[src/rtl/afc_cal_sequencer.sv]
// Calibrates each masked AFC channel in turn, captures its 6-bit code and then hands the AFC its stored codes.
// Optional feature macro AFC_RANGE_CHECK_EN adds sticky per-channel out-of-range flags on captured codes.
module afc_cal_sequencer #(
    parameter int SETTLE_CYC  = 16,
    parameter int START_CYC   = 4,
    parameter int TIMEOUT_CYC = 65535,
    parameter int RANGE_LO    = 1,
    parameter int RANGE_HI    = 62
) (
    input  logic       extCLK40,
    input  logic       reset,
    input  logic       calStart,
    input  logic       calAbort,
    input  logic [3:0] chMask,
    input  logic       calSourceCfg,
    input  logic       AFCbusy,
    input  logic [5:0] calControlCode,
    output logic       AFCstart,
    output logic [1:0] calChSel,
    output logic       calSource,
    output logic       overridecontrol,
    output logic [5:0] overridecontrol_val1,
    output logic [5:0] overridecontrol_val2,
    output logic [5:0] overridecontrol_val3,
    output logic [5:0] overridecontrol_val4,
    output logic       seqBusy,
    output logic       seqDone,
    output logic [3:0] chTimeout,
    output logic [3:0] chRangeErr
);
    typedef enum logic [2:0] {IDLE, SETTLE, START, WAIT_HI, WAIT_LO, CAPTURE, NEXT} state_t;

    localparam logic [15:0] SETTLE_LIM  = 16'(SETTLE_CYC);
    localparam logic [15:0] START_LIM   = 16'(START_CYC - 1);
    localparam logic [15:0] TIMEOUT_LIM = 16'(TIMEOUT_CYC);

    state_t          state;
    logic [15:0]     timer;
    logic [3:0]      maskLat;
    logic [3:0][5:0] vals;
    logic            busyMeta, busySync;
    logic [1:0]      firstCh, nextCh;
    logic            nextFound;

    assign overridecontrol_val1 = vals[0];
    assign overridecontrol_val2 = vals[1];
    assign overridecontrol_val3 = vals[2];
    assign overridecontrol_val4 = vals[3];

    // calChSel doubles as the current-channel register
    always_comb begin
        firstCh   = 2'd0;
        nextCh    = 2'd0;
        nextFound = 1'b0;
        for (int i = 3; i >= 0; i--) begin
            if (chMask[i])
                firstCh = 2'(i);
            if (maskLat[i] && (2'(i) > calChSel)) begin
                nextFound = 1'b1;
                nextCh    = 2'(i);
            end
        end
    end

`ifdef AFC_RANGE_CHECK_EN
    localparam logic [5:0] CODE_LO = 6'(RANGE_LO);
    localparam logic [5:0] CODE_HI = 6'(RANGE_HI);
    logic codeBad;
    assign codeBad = (calControlCode < CODE_LO) || (calControlCode > CODE_HI);
`else
    assign chRangeErr = 4'b0;
`endif

    always_ff @(posedge extCLK40) begin
        if (!reset) begin
            state           <= IDLE;
            timer           <= '0;
            maskLat         <= '0;
            vals            <= {4{6'd32}};
            busyMeta        <= 1'b0;
            busySync        <= 1'b0;
            AFCstart        <= 1'b0;
            calChSel        <= 2'd0;
            calSource       <= 1'b0;
            overridecontrol <= 1'b1;
            seqBusy         <= 1'b0;
            seqDone         <= 1'b0;
            chTimeout       <= '0;
`ifdef AFC_RANGE_CHECK_EN
            chRangeErr      <= '0;
`endif
        end else begin
            busyMeta <= AFCbusy;
            busySync <= busyMeta;
            if (calAbort && state != IDLE) begin
                state           <= IDLE;
                AFCstart        <= 1'b0;
                overridecontrol <= 1'b1;
                seqBusy         <= 1'b0;
                seqDone         <= 1'b0;
            end else begin
                case (state)
                    IDLE: if (calStart && !calAbort) begin
                        maskLat   <= chMask;
                        calSource <= calSourceCfg;
                        seqDone   <= (chMask == 4'b0);
                        chTimeout <= chTimeout & ~chMask;
`ifdef AFC_RANGE_CHECK_EN
                        chRangeErr <= chRangeErr & ~chMask;
`endif
                        if (chMask != 4'b0) begin
                            calChSel        <= firstCh;
                            overridecontrol <= 1'b0;
                            seqBusy         <= 1'b1;
                            timer           <= '0;
                            state           <= SETTLE;
                        end
                    end
                    // SETTLE spans SETTLE_CYC+1 cycles so AFCstart rises SETTLE_CYC+1 after calChSel moves
                    SETTLE: if (timer == SETTLE_LIM) begin
                        timer    <= '0;
                        AFCstart <= 1'b1;
                        state    <= START;
                    end else begin
                        timer <= timer + 16'd1;
                    end
                    START: if (timer == START_LIM) begin
                        timer    <= '0;
                        AFCstart <= 1'b0;
                        state    <= WAIT_HI;
                    end else begin
                        timer <= timer + 16'd1;
                    end
                    WAIT_HI, WAIT_LO: if (timer == TIMEOUT_LIM) begin
                        chTimeout[calChSel] <= 1'b1;
                        state               <= NEXT;
                    end else begin
                        timer <= timer + 16'd1;
                        if (state == WAIT_HI && busySync)
                            state <= WAIT_LO;
                        else if (state == WAIT_LO && !busySync)
                            state <= CAPTURE;
                    end
                    CAPTURE: begin
                        vals[calChSel] <= calControlCode;
`ifdef AFC_RANGE_CHECK_EN
                        if (codeBad)
                            chRangeErr[calChSel] <= 1'b1;
`endif
                        state <= NEXT;
                    end
                    NEXT: if (nextFound) begin
                        calChSel <= nextCh;
                        timer    <= '0;
                        state    <= SETTLE;
                    end else begin
                        overridecontrol <= 1'b1;
                        seqDone         <= 1'b1;
                        seqBusy         <= 1'b0;
                        state           <= IDLE;
                    end
                    default: state <= IDLE;
                endcase
            end
        end
    end
endmodule
[config.mk]
export PLATFORM = sky130hd
export DESIGN_NAME = afc_cal_sequencer
export DESIGN_NICKNAME = d
export VERILOG_FILES = /design/src/rtl/afc_cal_sequencer.sv
export SDC_FILE = /design/constraint.sdc
export NUM_CORES = 1
export LEC_CHECK = 0
export CAP_MARGIN = 5
export CELL_PAD_IN_SITES_DETAIL_PLACEMENT = 1
export CELL_PAD_IN_SITES_GLOBAL_PLACEMENT = 1
export CORE_MARGIN = 3
export CORE_UTILIZATION = 42
export DETAILED_ROUTE_END_ITERATION = 10
export PLACE_DENSITY = 0.91
export SETUP_SLACK_MARGIN = 0.05
export SKIP_CTS_REPAIR_TIMING = 1
export SLEW_MARGIN = 20
export SYNTH_ARGS = -nofsm -noshare
export SYNTH_HDL_FRONTEND = slang
export SYNTH_SLANG_ARGS = --single-unit
[constraint.sdc]
create_clock -name extCLK40 -period 5.93 [get_ports extCLK40]
set_input_delay 1.186 -clock extCLK40 [delete_from_list [all_inputs] [get_ports extCLK40]]
set_output_delay 1.186 -clock extCLK40 [all_outputs]
set_load 0.01 [all_outputs]
# Word level (Yosys, flattened, before mapping)
# Cells that the tools add are included.
dict set report totals {
  regBits 60
  inputBits 16
  output_inout_bits 39
  word_cells 129
}
dict set report classes {
  addsub 1
  n_lt_le_gt_ge 6
  eq_ne 18
  n_mux 53
  bitwise 5
  n_reduce_logical 30
}
# cell n
set op_table {}
lappend op_table {{16-bit 2-to-1 mux} 6}
lappend op_table {{16-bit one-hot mux with 5 select lines} 1}
lappend op_table {{24-bit bitwise mux} 1}
lappend op_table {{2-bit 2-to-1 mux} 11}
lappend op_table {{3-bit 2-to-1 mux} 7}
lappend op_table {{3-bit one-hot mux with 6 select lines} 1}
lappend op_table {{16-bit by 1-bit adder with 16-bit output, second input constant} 1}
lappend op_table {{16-bit equality test, second input constant} 1}
lappend op_table {{16-bit by 2-bit equality test with 1-bit output, second input constant} 1}
lappend op_table {{16-bit by 5-bit equality test with 1-bit output, second input constant} 1}
lappend op_table {{2-bit != test, second input constant} 8}
lappend op_table {{1-bit 2-to-1 mux} 15}
lappend op_table {{6-bit demux with 2-bit select} 1}
lappend op_table {{5-bit AND reduction} 2}
lappend op_table {{3-bit equality test, second input constant} 3}
lappend op_table {{1-bit logical AND} 9}
lappend op_table {{3-bit AND reduction} 3}
lappend op_table {{4-bit 2-to-1 mux} 2}
lappend op_table {{1-bit one-hot mux with 2 select lines} 4}
lappend op_table {{4-bit one-hot mux with 2 select lines} 1}
lappend op_table {{4-bit AND reduction} 2}
lappend op_table {{3-bit by 2-bit equality test with 1-bit output, second input constant} 2}
lappend op_table {{6-bit 2-to-1 mux} 1}
lappend op_table {{6-bit AND reduction} 1}
lappend op_table {{other kinds (21)} 28}

# Logic depth before layout (Yosys ltp)
# Gate-level depths: netlist of run 1.
dict set report logic_depth {
  ltp_word 8
  mapped_depth 9
  mapped_depth_nobuf 6
}

# Worst setup path after synthesis of run 1
# OpenSTA, ideal clock, no wires.
dict set report synth_path {
  kind {input port to flip-flop}
  start {input calAbort}
  end {register timer[11]}
  arrival_time_ns 2.498
  required_time_ns 5.864
  slack_ns 3.366
  stages 6
  cell_sequence {nand2b_1 o22ai_2 nand3_4 buf_6 or4_4 a21oi_2}
}
dict set report synth_via {
  elab_chain_cells 4
}
# item line
set synth_rtl {}
lappend synth_rtl {{from (decl)} 13} ;# input logic calAbort,
lappend synth_rtl {{1-bit logical NOT} 103} ;# IDLE: if (calStart && !calAbort) begin
lappend synth_rtl {{1-bit logical AND} 103}
lappend synth_rtl {{2-bit != test (no source line)} n/a}
lappend synth_rtl {{6-bit AND reduction (no source line) (*)} n/a}
lappend synth_rtl {{to (signal assigned)} 125} ;# timer <= timer + 16'd1;
lappend synth_rtl {{to (signal assigned)} 132} ;# timer <= timer + 16'd1;
lappend synth_rtl {{to (signal assigned)} 138} ;# timer <= timer + 16'd1;
lappend synth_rtl {{to (decl)} 38} ;# logic [15:0] timer;
# Mark *: on every way between the ends. The rest lies on a longest branch, timed or not.
# A chain may end at the register's enable or synchronous reset.

# Worst setup path in the final report of run 1
dict set report layout_path {
  start {input calAbort}
  end {register timer[10]}
}
# Same word-level chain as after synthesis.

==> implementation parameters, run 1 <==
Parameter                              Value

Route
  First drt pass iteration count    6
  Post-detailed-route count of antenna-violating nets    0
  Final wirelength    about 8.5 mm
  Via density per instance    between 5 and 6
  Per-cell routed wire length    about 18 um
  Total vias in the final route    roughly 2600
  Iteration-0 DRC count of the detailed router    ~110
  Drt drc    0

Worst setup path
  Startpoint type of the worst setup path    input port
  Register-to-Register Path Depth    5
  Crit Path Max Fanout    28
  Ordered list of cells on the worst path    clkdlybuf4s50_1, nand2b_1, o22ai_2, nand3_4, o41ai_4, o21ba_2
  Stages on the worst setup path    6
  Worst stage delay on the critical path    0.96 ns
  Endpoint type of the worst setup path    flip-flop
  Critical-path cell with the highest stage delay    o41ai_4
  Dominant delay contributor by cell family on the critical path    compound AO/OA/AOI/OAI gates
  Startpoint-to-endpoint class of the critical path    in2reg
  CP Buf/Inv Count    1
  Critical path data arrival time    3.75 ns
  Worst Path Required    a little over 6 ns

Clock tree
  Clock tree from TritonCTS    done
  H-tree levels    3
  Source-to-sink clock delay at the later pin of the worst-skew pair    approximately 0.34 ns
  TritonCTS Buffers    9
  Clock Tree Root    clkbuf_8
  Sinks on Clock Net    slightly below 60
  Register clock-pin slew on the reported worst setup and hold paths    ~0.07 ns
  Clock tree buffer depth    2

Floorplan
  DIE AREA    roughly 8000 um2
  Placeable core region    ~6600 um2
  IO Count    between 50 and 60
  Chip Height    90.0 um
  Std-Cell Rows    29
  Starting utilization of the core area    0.448
  Chip width    ~90 um

STA
  Unrepaired setup endpoints after global routing    false
  Worst slew margin relative to its limit    0.358
  Worst hold slack    around 0.43 ns
  Final setup violation count    0
  Slew at the pin with the worst max-slew slack    0.960 ns
  Skew final    approximately 0.010 ns
  Part of the cycle the worst path needs    0.594
  Clock period minus final worst setup slack    about 3.5 ns
  Number of slew-limit violations in the final report    0
  Sum Neg Setup Slack    0 ns
  Maximum clock frequency    roughly 280 MHz
  Total count of hold-check failures in the final report    0

Yosys
  Post-synth top area cell    dfxtp_1
  Portion of the post-synthesis area used by sequential elements    0.399
  Post-synth top flop    dfxtp_1
  Share of the synthesized area in the top cell type    0.399
  Most frequently used cell type in the post-synthesis netlist    dfxtp_1
  Post-Syn Area per Cell    just over 9 um2
  Biggest area contributors in the synthesized netlist    dfxtp_1, mux2i_1, nor2b_1, nand2_1, a21oi_1
  Most numerous cell types in the synthesized netlist    dfxtp_1, nand2_1, mux2i_1
  Post-synthesis register bit count    between 50 and 60
  Ys async rst share    0
  Count of unique library cells instantiated by Yosys    ~60
  Cells after synthesis    approximately 320
  Ys Warns    0
  Area of the mapped netlist    about 3000 um2
  Count of flip-flops with a built-in enable after synthesis    0

Layout
  Antenna Diode Count    0
  Layout filler cell count    about 770
  Fraction of layout instances using a drive strength above 1    0.0845
  Final layout net count    between 300 and 400
  Sequential cell area in the final layout    1180 um2
  Area occupied by multi-input gates    roughly 1700 um2
  Relative area change from synthesis to final layout    23.7%

Pwr
  Worst voltage drop across the vdd grid    about 0.12 mV
  Pwr Density    between 200 and 300 nW/um2
  Static Leakage    around 1.3 nW
  Total power consumption of the routed design    about 1 mW

Run
  Max capacitance violation total    0

Global route
  Maximum number of pins on one net before global-route repair    40
  Initial antenna violation count    0
  Total global routing track utilization    0.213
  Number of global-route vias before repair    around 2800
  Remaining global-route overflow    0
  First-pass GRT wire length    between 10 and 15 mm

Run status
  Status    complete, no violations

Worst hold path
  Worst hold path class    reg2reg
  Cell count of the worst hold path    1

Placement
  Quantity of I/O buffers inserted on ports    50
  Final RePlAce weighted congestion    slightly below 0.8
  Detail Placement HPWL    between 5 and 6 mm
## state kept, by name, summed over array words and instances (netlist names)
register / cells
maskLat: 3
busySync: 1
calChSel: 2
overridecontrol_val3: 6
AFCstart: 1
timer: 16
seqDone: 1
calSource: 1
overridecontrol_val4: 6
chTimeout: 4
overridecontrol_val2: 6
state: 3
overridecontrol_val1: 6
seqBusy: 1
busyMeta: 1
overridecontrol: 1
## report_power, final
group          total (mW)  switching, mW  internal, mW
sequential          0.452         0.0373         0.415
clock               0.365          0.162         0.203
combinational       0.202          0.114        0.0875
total                1.02          0.313         0.706
## routing by layer
layer	track usage	vias up	share of wire
met4	0.0906	0	0.019
met1	0.242	1251	0.41
met3	0.0701	14	0.078
li1	-	1268	-
met2	0.367	89	0.49
met5	0	-	0
## cells by family after synthesis
logic type | share of synthesized area
other | 0.00127
multiplexers | 0.0845
flip-flops | 0.399
buffers and inverters | 0.0494
AO/OA/AOI/OAI | 0.177
adder cells (fa/ha/maj) | 0.00845
AND/OR/NAND/NOR | 0.281
## cell type report
cell class	count	area share
Clock buffer	11	0.0386
Inverter	3	0.00307
Tap cell	93	0.0318
Timing Repair Buffer	51	0.139
Multi-Input combinational cell	238	0.451
Sequential cell	59	0.323
Clock inverter	5	0.0143
## final timing paths
path	startpoint	end	slack, ns
worst max-delay path	calAbort	timer[10]	2.40
worst min-delay path	busyMeta	busySync	0.43
worst max register to register	state[2]	timer[10]	3.16
worst min register to register	busyMeta	busySync	0.43
## cell usage in the layout (no fill, tap or decap), drive strengths merged, types with 4 or more instances in the layout
master / n
a21oi: 21
or3: 4
conb: 4
nor3: 7
clkbuf: 11
nand2: 27
nand3: 9
nor4: 6
mux2i: 25
or4: 10
and4: 4
nor2: 12
nor2b: 23
a21boi: 11
clkdlybuf4s50: 50
nand4: 10
and2: 4
dfxtp: 59
nand2b: 6
o31ai: 11
o21ai: 5
## per-stage QoR
step	area (um2)	instances	util	setup slack (ns)
2_1_floorplan	2970	324	-	3.37
5_1_grt	3660	460	0.555	2.26
3_3_place_gp	3460	444	0.524	2.12
6_report	3660	460	0.555	2.40
3_5_place_dp	3460	444	0.524	2.04
4_1_cts	3660	460	0.554	2.39
Note: power is estimated with default switching activity, not from simulation.
==> inputs of run 2 (changes only) <==
--- a/config.mk
+++ b/config.mk
@@ -9,9 +9,9 @@
 export CELL_PAD_IN_SITES_DETAIL_PLACEMENT = 1
 export CELL_PAD_IN_SITES_GLOBAL_PLACEMENT = 1
 export CORE_MARGIN = 3
-export CORE_UTILIZATION = 42
+export CORE_UTILIZATION = 39
 export DETAILED_ROUTE_END_ITERATION = 10
-export PLACE_DENSITY = 0.91
+export PLACE_DENSITY = 0.86
 export SETUP_SLACK_MARGIN = 0.05
 export SKIP_CTS_REPAIR_TIMING = 1
 export SLEW_MARGIN = 20
==> constraint.sdc (replaced) <==
create_clock -name extCLK40 -period 3.6 [get_ports extCLK40]
set_input_delay 0.72 -clock extCLK40 [delete_from_list [all_inputs] [get_ports extCLK40]]
set_output_delay 0.72 -clock extCLK40 [all_outputs]
set_load 0.01 [all_outputs]
==> implementation parameters, run 2 (same netlist as run 1, synthesis figures left out) <==
Parameter                              Value

Clock tree
  Source-to-sink clock delay at the later pin of the worst-skew pair    0.34 ns (about the same)
  Clock tree from TritonCTS    done
  TritonCTS Buffers    9 (unchanged)
  Clock tree buffer depth    2 (unchanged)
  H-tree levels    3 (unchanged)
  Register clock-pin slew on the reported worst setup and hold paths    0.07 ns (about the same)
  Sinks on Clock Net    59 (unchanged)
  Clock Tree Root    clkbuf_8

Placement
  Detail Placement HPWL    5.73 mm (-3.9%)
  Quantity of I/O buffers inserted on ports    50 (unchanged)
  Final RePlAce weighted congestion    0.759 (-1.9%)
  Cell Area, Placed    3480 um2 (+0.65%)
  Pre-CTS setup slack    0.480 ns (-1.56 ns)

Route
  Post-detailed-route count of antenna-violating nets    0 (unchanged)
  Via density per instance    5.57 (-2.3%)
  Drt drc    0 (unchanged)
  Per-cell routed wire length    17.4 um (-5.4%)
  Total vias in the final route    2607 (-0.57%)
  Iteration-0 DRC count of the detailed router    93 (-11%)
  First drt pass iteration count    4 (-2)
  Final wirelength    8.14 mm (-3.7%)

Pwr
  Worst voltage drop across the vdd grid    0.204 mV (+66%)
  Pwr Density    474 nW/um2 (+70%)
  Total power consumption of the routed design    1.75 mW (+72%)
  Static Leakage    1.31 nW (-0.31%)

STA
  Worst slew margin relative to its limit    0.516 (+0.158)
  Number of slew-limit violations in the final report    0 (unchanged)
  Skew final    0.00864 ns (-0.00181 ns)
  Slew at the pin with the worst max-slew slack    0.725 ns (-0.235 ns)
  Total count of hold-check failures in the final report    0 (unchanged)
  Setup slack of the critical path after layout    0.776 ns (-1.63 ns)
  Part of the cycle the worst path needs    0.784
  Clock period minus final worst setup slack    ~2.8 ns
  Sum Neg Setup Slack    0 ns (unchanged)
  Unrepaired setup endpoints after global routing    false
  Maximum clock frequency    354 MHz
  Final setup violation count    0 (unchanged)

Worst setup path
  Critical path data arrival time    3.03 ns (-0.72 ns)
  Endpoint type of the worst setup path    flip-flop
  Startpoint of the worst-slack reg-to-reg timing path    state[2]
  Worst stage delay on the critical path    0.60 ns (-0.36 ns)
  Ordered list of cells on the worst path    clkdlybuf4s50_1, nand2b_1, o22ai_2, nand3_4, o41ai_4, buf_4, a21oi_1
  CP Buf/Inv Count    2 (+1)
  Startpoint type of the worst setup path    input port
  Worst setup path startpoint    calAbort
  Critical-path cell with the highest stage delay    o41ai_4
  Register-to-Register Path Depth    6 (+1)
  End of the worst register-to-register path    timer[15]
  Dominant delay contributor by cell family on the critical path    compound AO/OA/AOI/OAI gates
  Worst Path Required    3.81 ns (-2.34 ns)
  Reg-to-reg setup timing slack    1.08 ns (-2.08 ns)
  Startpoint-to-endpoint class of the critical path    in2reg
  Crit Path Max Fanout    28 (unchanged)

Global route
  Maximum number of pins on one net before global-route repair    29 (-28%)
  Initial antenna violation count    0 (unchanged)
  First-pass GRT wire length    13.7 mm (-2.0%)
  Total global routing track utilization    0.199 (-0.0146)
  Number of global-route vias before repair    2773 (-0.072%)
  Remaining global-route overflow    0 (unchanged)

Layout
  Fraction of layout instances using a drive strength above 1    0.0921 (+0.00767)
  Final layout net count    382 (+0.53%)
  Relative area change from synthesis to final layout    25.0%
  Leading cell types in the layout, fill and taps excluded    dfxtp_1, clkdlybuf4s50_1, nand2_1, mux2i_1, nor2b_1
  Register with the highest flop count    timer
  Flip-flop count of the largest register, all copies and words added    16 (unchanged)
  Most common library cell in the layout ignoring fill and taps    dfxtp_1
  Post-route cell area    3700 um2 (+1.1%)
  Antenna Diode Count    0 (unchanged)

Worst hold path
  Worst-case hold path end point    chTimeout[2]
  Hold path startpoint    chTimeout[2]
  Cell count of the worst hold path    2 (+1)
  Worst hold path class    reg2reg

Floorplan
  Starting utilization of the core area    0.406 (-0.0423)
  Chip width    93.1 um (+3.5%)
  Placeable core region    7290 um2 (+10%)
  DIE AREA    8680 um2 (+7.2%)
  Std-Cell Rows    31 (+6.9%)
  Chip Height    93.1 um (+3.5%)
  IO Count    55 (unchanged)

Run status
  Status    complete, no violations

Run
  Max capacitance violation total    0 (unchanged)
==> run 2: changes by cell type in the layout (fill, tap and decap cells not counted), sizes merged <==
| cell | change |
|---|---|
| bufinv | +1 |
| clkinvlp | +2 |
| clkinv | -1 |
| clkbuf | -2 |
| buf | +2 |
==> run 2: cell type report <==
cell class	instances	area, um2
Timing Repair Buffer	53	523
Sequential cell	59	1180
Clock buffer	9	124
Clock inverter	7	92.6
Tap cell	99	124
Fill cell	854	3590
Multi-Input combinational cell	238	1650
Inverter	3	11.3
==> run 2: where the power goes <==
group	switching (mW)	total, mW	internal (mW)
registers	0.0596	0.743	0.683
logic	0.196	0.344	0.148
clock network	0.281	0.668	0.387
==> run 2: through the flow <==
step                utilization  hold slack (ns)  instances
CTS                       0.508            0.456        468
finish                    0.508            0.456        468
global placement          0.478            0.439        452
global route              0.508            0.475        468
detailed placement        0.478            0.446        452
floorplan                     -            0.412        324
==> run 2: tightest hold or removal path, stage by stage (launching register included) <==
cell and delay (ns):
dfxtp_1 0.31, nand2_1 0.05, a21boi_1 0.05
==> run 2: how the worst max path moves through the flow <==
stage | to | slack, ns | depth (start not counted)
after floorplan | timer[11] | 1.50 | 6
after global placement | timer[4] | 0.58 | 7
after detailed placement | timer[5] | 0.48 | 7
after CTS | timer[15] | 0.82 | 7
after global routing | timer[8] | 0.60 | 7
final | timer[15] | 0.78 | 7
==> run 2: per-layer routing <==
layer / GRT usage / routed length (um)
met1: 0.247 / 3700
met2: 0.328 / 3850
met3: 0.0547 / 460
met4: 0.0757 / 123
met5: 0 / 0
